<file path="config.mk">
export PLATFORM = sky130hd
export DESIGN_NAME = led_scan_mux_flat
export DESIGN_NICKNAME = d
export VERILOG_FILES = /design/src/rtl/led_scan_mux_if.sv /design/src/rtl/led_scan_mux.sv /design/src/flat_wrapper.sv
export SDC_FILE = /design/constraint.sdc
export NUM_CORES = 1
export LEC_CHECK = 0
export CAP_MARGIN = 20
export CORE_MARGIN = 8
export CORE_UTILIZATION = 32
export CTS_CLUSTER_DIAMETER = 80
export DETAILED_ROUTE_END_ITERATION = 7
export HOLD_SLACK_MARGIN = 0.03
export PLACE_DENSITY = 0.52
export SYNTH_ARGS = -nofsm -noshare
export SYNTH_HDL_FRONTEND = slang
export SYNTH_SLANG_ARGS = --single-unit
export TNS_END_PERCENT = 5
</file>
<file path="constraint.sdc">
create_clock -name clk -period 3.3 [get_ports clk]
set_input_delay 0.825 -clock clk [delete_from_list [all_inputs] [get_ports clk]]
set_output_delay 0.825 -clock clk [all_outputs]
set_load 0.01 [all_outputs]
</file>
<file path="src/rtl/led_scan_mux_if.sv">
// led_scan_mux_if: display-value bus between a register block (master) and the LED scanner (slave)
//   data/dp/blank/bright/load : display set offered by the master, captured on load
//   dig/seg                   : multiplexed digit enables and segment lines
//   frame_start/upd_pend      : frame wrap pulse and pending-update flag
interface led_scan_mux_if #(parameter int N_DIG = 8);
    logic [N_DIG*4-1:0] data;
    logic [N_DIG-1:0]   dp;
    logic [N_DIG-1:0]   blank;
    logic [3:0]         bright;
    logic               load;
    logic [N_DIG-1:0]   dig;
    logic [7:0]         seg;
    logic               frame_start;
    logic               upd_pend;
    modport master (output data, dp, blank, bright, load, input dig, seg, frame_start, upd_pend);
    modport slave  (input data, dp, blank, bright, load, output dig, seg, frame_start, upd_pend);
endinterface

</file>
<file path="src/rtl/led_scan_mux.sv">
// led_scan_mux: N-digit 7-segment scanner with PWM brightness, blanking and frame-synchronous updates
//   clk, rst_n : single clock, asynchronous active-low reset
//   bus        : led_scan_mux_if slave (display set + load in, dig/seg/frame_start/upd_pend out)
module led_scan_mux #(
    parameter int N_DIG       = 8,
    parameter int F_CLK       = 50000000,
    parameter int F_SCAN      = 1000,
    parameter bit SEG_ACT_LOW = 1'b0,
    parameter bit DIG_ACT_LOW = 1'b0
) (
    input  logic         clk,
    input  logic         rst_n,
    led_scan_mux_if.slave bus
);
    localparam int SLOT_CYC = F_CLK / F_SCAN;
    localparam int PH_CYC   = SLOT_CYC / 16;
    localparam int PW       = PH_CYC > 1 ? $clog2(PH_CYC) : 1;
    localparam int IW       = $clog2(N_DIG);
    localparam logic [7:0]       SEG_OFF = {8{SEG_ACT_LOW}};
    localparam logic [N_DIG-1:0] DIG_OFF = {N_DIG{DIG_ACT_LOW}};
    localparam logic [15:0][6:0] LUT = {
        7'h71, 7'h79, 7'h5E, 7'h39, 7'h7C, 7'h77, 7'h6F, 7'h7F,
        7'h07, 7'h7D, 7'h6D, 7'h66, 7'h4F, 7'h5B, 7'h06, 7'h3F
    };

    // the slot cycle counter is kept split as phase p and cycle-within-phase pc,
    // so the phase needs no divider for arbitrary PH_CYC
    logic [PW-1:0]      pc;
    logic [3:0]         p;
    logic [IW-1:0]      idx;
    logic               wrapped;
    logic               pend_v;
    logic [N_DIG*4-1:0] data_p, data_a;
    logic [N_DIG-1:0]   dp_p, dp_a, blank_p, blank_a;
    logic [3:0]         bright_p, bright_a;
    logic               ph_end, slot_end, wrap, lit;
    logic [3:0]         nib;
    logic [N_DIG-1:0]   dig_n;
    logic [7:0]         seg_n;

    always_comb begin
        ph_end   = pc == PW'(PH_CYC - 1);
        slot_end = ph_end && p == 4'd15;
        wrap     = slot_end && idx == IW'(N_DIG - 1);
        nib      = data_a[4*idx +: 4];
        // phase 0 stays dark as the anti-ghosting guard between digits
        lit      = p != 4'd0 && p <= bright_a && !blank_a[idx];
        dig_n    = (lit ? N_DIG'(1) << idx : '0) ^ DIG_OFF;
        seg_n    = (lit ? {dp_a[idx], LUT[nib]} : 8'h00) ^ SEG_OFF;
    end

    assign bus.upd_pend = pend_v;

    always_ff @(posedge clk or negedge rst_n) begin
        if (!rst_n) begin
            pc              <= '0;
            p               <= '0;
            idx             <= '0;
            wrapped         <= 1'b0;
            pend_v          <= 1'b0;
            data_p          <= '0;
            data_a          <= '0;
            dp_p            <= '0;
            dp_a            <= '0;
            blank_p         <= '1;
            blank_a         <= '1;
            bright_p        <= '0;
            bright_a        <= '0;
            bus.dig         <= DIG_OFF;
            bus.seg         <= SEG_OFF;
            bus.frame_start <= 1'b0;
        end else begin
            pc              <= ph_end ? '0 : pc + 1'b1;
            p               <= ph_end ? p + 1'b1 : p;
            idx             <= slot_end ? (wrap ? '0 : idx + 1'b1) : idx;
            wrapped         <= wrapped | wrap;
            bus.dig         <= dig_n;
            bus.seg         <= seg_n;
            // the slot starting at reset release is not a wrap, hence the wrapped qualifier
            bus.frame_start <= wrapped && idx == '0 && p == 4'd0 && pc == '0;
            // a load coinciding with the wrap still hands the old pending set over first
            if (wrap && pend_v) begin
                data_a   <= data_p;
                dp_a     <= dp_p;
                blank_a  <= blank_p;
                bright_a <= bright_p;
            end
            if (bus.load) begin
                data_p   <= bus.data;
                dp_p     <= bus.dp;
                blank_p  <= bus.blank;
                bright_p <= bus.bright;
            end
            pend_v <= bus.load | (pend_v & ~wrap);
        end
    end
endmodule

</file>
<file path="src/flat_wrapper.sv">
// flat-port wrapper written by rule: the top's interface ports become plain ports
module led_scan_mux_flat 
#(
    parameter int N_DIG       = 8,
    parameter int F_CLK       = 50000000,
    parameter int F_SCAN      = 1000,
    parameter bit SEG_ACT_LOW = 1'b0,
    parameter bit DIG_ACT_LOW = 1'b0
)
  (clk, rst_n, bus_data, bus_dp, bus_blank, bus_bright, bus_load, bus_dig, bus_seg, bus_frame_start, bus_upd_pend);
  led_scan_mux_if #(.N_DIG(N_DIG)) bus_i ();
  input  logic clk;
  input  logic rst_n;
  input wire logic [$bits(bus_i.data)-1:0] bus_data;
  input wire logic [$bits(bus_i.dp)-1:0] bus_dp;
  input wire logic [$bits(bus_i.blank)-1:0] bus_blank;
  input wire logic [$bits(bus_i.bright)-1:0] bus_bright;
  input wire logic [$bits(bus_i.load)-1:0] bus_load;
  output wire logic [$bits(bus_i.dig)-1:0] bus_dig;
  output wire logic [$bits(bus_i.seg)-1:0] bus_seg;
  output wire logic [$bits(bus_i.frame_start)-1:0] bus_frame_start;
  output wire logic [$bits(bus_i.upd_pend)-1:0] bus_upd_pend;
  assign bus_i.data = bus_data;
  assign bus_i.dp = bus_dp;
  assign bus_i.blank = bus_blank;
  assign bus_i.bright = bus_bright;
  assign bus_i.load = bus_load;
  assign bus_dig = bus_i.dig;
  assign bus_seg = bus_i.seg;
  assign bus_frame_start = bus_i.frame_start;
  assign bus_upd_pend = bus_i.upd_pend;
  led_scan_mux #(.N_DIG(N_DIG), .F_CLK(F_CLK), .F_SCAN(F_SCAN), .SEG_ACT_LOW(SEG_ACT_LOW), .DIG_ACT_LOW(DIG_ACT_LOW)) u_core (.clk(clk), .rst_n(rst_n), .bus(bus_i));
endmodule
</file>
### After elaboration in Yosys (flattened, before gate mapping)

Memories as Yosys holds them, arrays and structs flattened.
Index checks and enable logic that the tools add are counted.

* bits in registers: 142
* ROM bits: 112
* output and inout port bits: 18
* logic and storage cells: 54
* memories: 1

Memory list
* (no name shown): depth 16, bits a word 7, read ports 1, clocked after memory_dff 0, write ports 0, line led_scan_mux.sv:49 `seg_n = (lit ? {dp_a[idx], LUT[nib]} : 8'h00) ^ SEG_OFF;`

* add/subtract/negate cells: 3
* $lt $le $gt $ge: 3
* equality and inequality tests: 3
* shifts and indexed selects: 2
* multiplexer cells: 9
* bitwise gates (word level): 4
* reduce and logical (&&, ||, !) cells: 13

Operator list (count)
* $shiftx 32x6->4: 1
* $mux 8: 2
* $add 12x1->12 const B: 1
* $eq 12x12->1 const B: 1
* $logic_not 12->1: 1
* $mux 12: 1
* $logic_and 1x1->1: 8
* $shl 1x3->8 const A: 1
* $mux 7: 1
* $bmux 1 s3: 2
* $lt 4x5->1 const B: 1
* $add 4x1->4 const B: 1
* $eq 4x4->1 const B: 1
* $le 4x4->1: 1
* $logic_not 4->1: 1
* $lt 3x4->1 const B: 1
* $reduce_bool 4->1: 1
* $add 3x1->3 const B: 1
* $eq 3x3->1 const B: 1
* $logic_not 3->1: 1
* $mux 3: 1
* $mux 1: 2
* $or 1x1->1: 2
* $and 1x1->1: 1
* 2 further kinds: 2

### Logic depth before layout (Yosys ltp)

* depth after elaboration: 6
* depth in mapped cells: 10
* gate-level depth less buffers: 9

### Worst setup path before layout

No wires, ideal clock.

* path kind: register to register
* start: reg u_core.idx[0]
* end: reg u_core.bus.seg[3]
* data arrival time: 2360 ps
* required time: 3228 ps
* slack: 868 ps
* stages on the path, launching flop included: 11
* path buffers: 1
* path through: dfrtp_1 buf_2 mux4_2 mux2i_1 inv_1 ha_1 inv_1 nor2_1 a21oi_1 mux2i_1 nor2_1

* word-level cells in the longest chain between the ends: 5
* elaborated cells between the ends (all ways): 8
* those cells by class: 1 x shift; 4 x mux; 2 x reduce/logical; 1 x memory

Ends and longest elaborated chain
* start: declaration: line led_scan_mux.sv:30 `logic [IW-1:0] idx;`
* start signal: assignment: line led_scan_mux.sv:75 `idx <= slot_end ? (wrap ? '0 : idx + 1'b1) : idx;`
* branches (longest 4 deep; another with $mem_v2 16x7)
* $mux 8 *: line led_scan_mux.sv:49
* via u_core.seg_n[3]: line led_scan_mux.sv:39 `logic [7:0] seg_n;`
* end signal: assignment: line led_scan_mux.sv:78 `bus.seg <= seg_n;`
* end: declaration: line led_scan_mux_if.sv:16 `modport slave (input data, dp, blank, bright, load, output dig, seg, frame_start, upd_pend);`

Mark *: on every way through the listed nets, which the timed path passes. The select of a mux whose other input is x is not followed.
A chain may end at the register's enable or synchronous reset.

### Worst setup path after layout

* start: reg u_core.idx[0]
* end: reg u_core.bus.seg[4]

Same word-level chain as after synthesis.

==> reports/results.ini <==
[timing]
fin_skew_ns = 0.00737
fin_crit_sh_pct = 82.6
fin_crit_ns = 2.73
rsz0062_at_grt = false
final_max_slew_viol_count = 0
whs_ns = 0.472
fin_tns_setup_ns = 0
tightest_slew_ns = 0.908
fmax_mhz = 367
setup_violations = 0
hold_viol = 0
slew_headroom_pct = 39.5

[pwr]
pwr-share-clk_pct = 51.9
p_switching_mw = 0.836
power_density_nw_per_um2 = 528
switching_share_pct = 19.7
comb_power_share_pct = 4.5
total_power_mw = 4.25
ir_drop_mv = 0.364
seqPwrFrac_pct = 43.7
leakage_nw = 3.69
p_int_mw = 3.41

[floorplan]
core_um2 = 19500
io_pins = 73
die_height_um = 157
fp-row-count = 51
die_x_um = 157
dieArea_um2 = 24600
floorplan.initialDensity_pct = 32.5

[clock_tree]
post_cts_buffers = 0
cts-buffers-inserted = 17
cts_root_buffer = clkbuf_16
ctsHoldBuffers = 0
cts_resized = 0
numClockSinks = 142
cts_tree = yes
clkLatencyLatePin_ns = 0.42
cts.htree.levels = 4
clk_pin_slew_worst_paths_ns = 0.06
max-clock-path-buffers = 2

[global_route]
grt.total_usage_pct = 11.3
grt_pass1_wl_mm = 21.1
grt_overflow_total = 0
antenna_found_initial = 0
grt_max_degree = 96
grt_pass1_vias = 3964

[detailed_routing]
drc = 0
dr_total_vias = 3577
drt_iter0_markers = 190
dr.pass1.iters = 4
routed_wl_mm = 12.8
wl_per_cell_um = 16.2
ant_nets = 0
via_per_inst = 4.52

[critical_path]
end_kind = flip-flop
cp-start-kind = flip-flop
reg2reg_setup_slack_ns = 0.57
r2r.worst_path.cells = 5
worstSetupPathType = flip-flop to flip-flop
critPathRequiredTime_ns = 3.60
crit_fanout = 16
cp.arrival_ns = 3.02

[place]
io_buffers = 72
placed_area_um2 = 7370
gp_congestion = 0.783
hpwl_mm = 8.84

[flow_run]
drv_cap = 0

[synth]
synth-main-ff-cell = dfrtp_1
synth_fp_nets = 509
syn-cell-area_um2 = 6330
synth_seq_cells = 142
synth_cell_types = 39
syn_avg_cell_area_um2 = 14.6
synth_sequential_area_ratio_pct = 56.4
syn_inst = 434
yosysWarnings = 0
synth_most_common_cell = dfrtp_1
yosysTopAreaCell = dfrtp_1
synth_area_leaders = dfrtp_1 (50%), mux2_4 (12%), mux2_2 (9.6%)
synth_edf_count = 0
async_flop_share_pct = 100
yosysTopAreaCellShare_pct = 49.8
yosys-top-cells-count = dfrtp_1 (126), mux2_2 (54), mux2_4 (50), nor2_1 (21), ha_1 (20)

[cells_and_area]
utilization_pct = 41.3
nets = 589
area_growth_pct = 27.0
antenna_cells = 0
fin_area_um2 = 8050
drive_above_1_share_pct = 33.6

[run_status]
status = finished clean

[worst_hold_path]
hp-class = input port to asynchronous set/reset pin

## layout by cell type, fill, tap and decap left out, types with 4 or more instances in the layout
master,count
dfrtp_1,126
clkdlybuf4s50_1,70
mux2_2,54
mux2_4,50
nor2_1,21
ha_1,20
inv_1,19
nand2_1,18
clkbuf_16,17
dfstp_2,16
mux4_2,12
nor3_1,10
o21ai_0,9
mux2i_1,7
a21oi_1,7
nand4_1,6
nand3_1,6
xnor2_1,6
bufinv_16,6
buf_4,5
xor2_1,4
## routing by layer
metal | wire length, um | vias up | global-route usage, % | share of wire [%]
li1 | - | 1691 | - | -
met1 | 5860 | 1806 | 14.1 | 46
met2 | 6180 | 67 | 17.7 | 48
met3 | 583 | 13 | 3.45 | 4.5
met4 | 194 | 0 | 4.81 | 1.5
met5 | 0 | - | 0 | 0
## cell type report
cell class	instances	area, um^2
clock buffer	22	474
clock inverter	10	206
fill	1782	11400
sequential	142	3570
multi-input combinational	253	2570
timing repair buffer	80	815
inverter	20	75.1
tap	265	332
## through the flow
step / std cells / worst slack (ns)
floorplan: 434 / 0.868
global placement: 760 / 0.560
detailed placement: 760 / 0.566
CTS: 792 / 0.539
global route: 792 / 0.325
finish: 792 / 0.574
## power by group through the flow
| stage | clock, mW | combinational, mW | sequential [mW] |
|---|---|---|---|
| after floorplan | 0 | 0.0795 | 1.87 |
| after global placement | 0 | 0.192 | 1.89 |
| after detailed placement | 0 | 0.196 | 1.89 |
| after CTS | 2.26 | 0.197 | 1.86 |
| after global routing | 2.34 | 0.211 | 1.86 |
| final | 2.20 | 0.190 | 1.85 |
## cells by family after synthesis
family / count (synthesis) / synth area share, %
AND/OR/NAND/NOR: 77 / 6.32
AO/OA/AOI/OAI: 23 / 2.13
buffers and inverters: 39 / 2.98
adder cells (fa/ha/maj): 20 / 3.95
multiplexers: 123 / 26.8
flip-flops: 142 / 56.4
XOR/XNOR: 10 / 1.38
## worst max-delay path, cell delays in order, from the launching register on
cell	delay [ns]
dfrtp_1	0.62
buf_4	0.31
mux4_2	0.54
nand2_1	0.08
nand4_1	0.57
a221oi_1	0.47
## sequential cells by signal, indices dropped and copies added (netlist names)
name / count
u_core.data_a: 32
u_core.data_p: 32
u_core.pc: 12
u_core.blank_a: 8
u_core.blank_p: 8
u_core.bus.dig: 8
u_core.bus.seg: 8
u_core.dp_a: 8
u_core.dp_p: 8
u_core.bright_a: 4
u_core.bright_p: 4
u_core.p: 4
u_core.idx: 3
u_core.bus.frame_start: 1
u_core.bus.upd_pend: 1
u_core.wrapped: 1
## final timing paths
path | from | to
min | rst_n | u_core.pc[2]$_DFF_PN0_
min in group clk | u_core.wrapped$_DFF_PN0_ | u_core.wrapped$_DFF_PN0_
max in group asynchronous | rst_n | u_core.data_p[16]$_DFFE_PN0P_
max | u_core.idx[0]$_DFFE_PN0P_ | u_core.bus.seg[4]$_DFF_PN0_
min reg2reg | u_core.wrapped$_DFF_PN0_ | u_core.wrapped$_DFF_PN0_
max reg2reg | u_core.idx[0]$_DFFE_PN0P_ | u_core.bus.seg[4]$_DFF_PN0_
No activity file was read; power rests on OpenSTA's default activity.
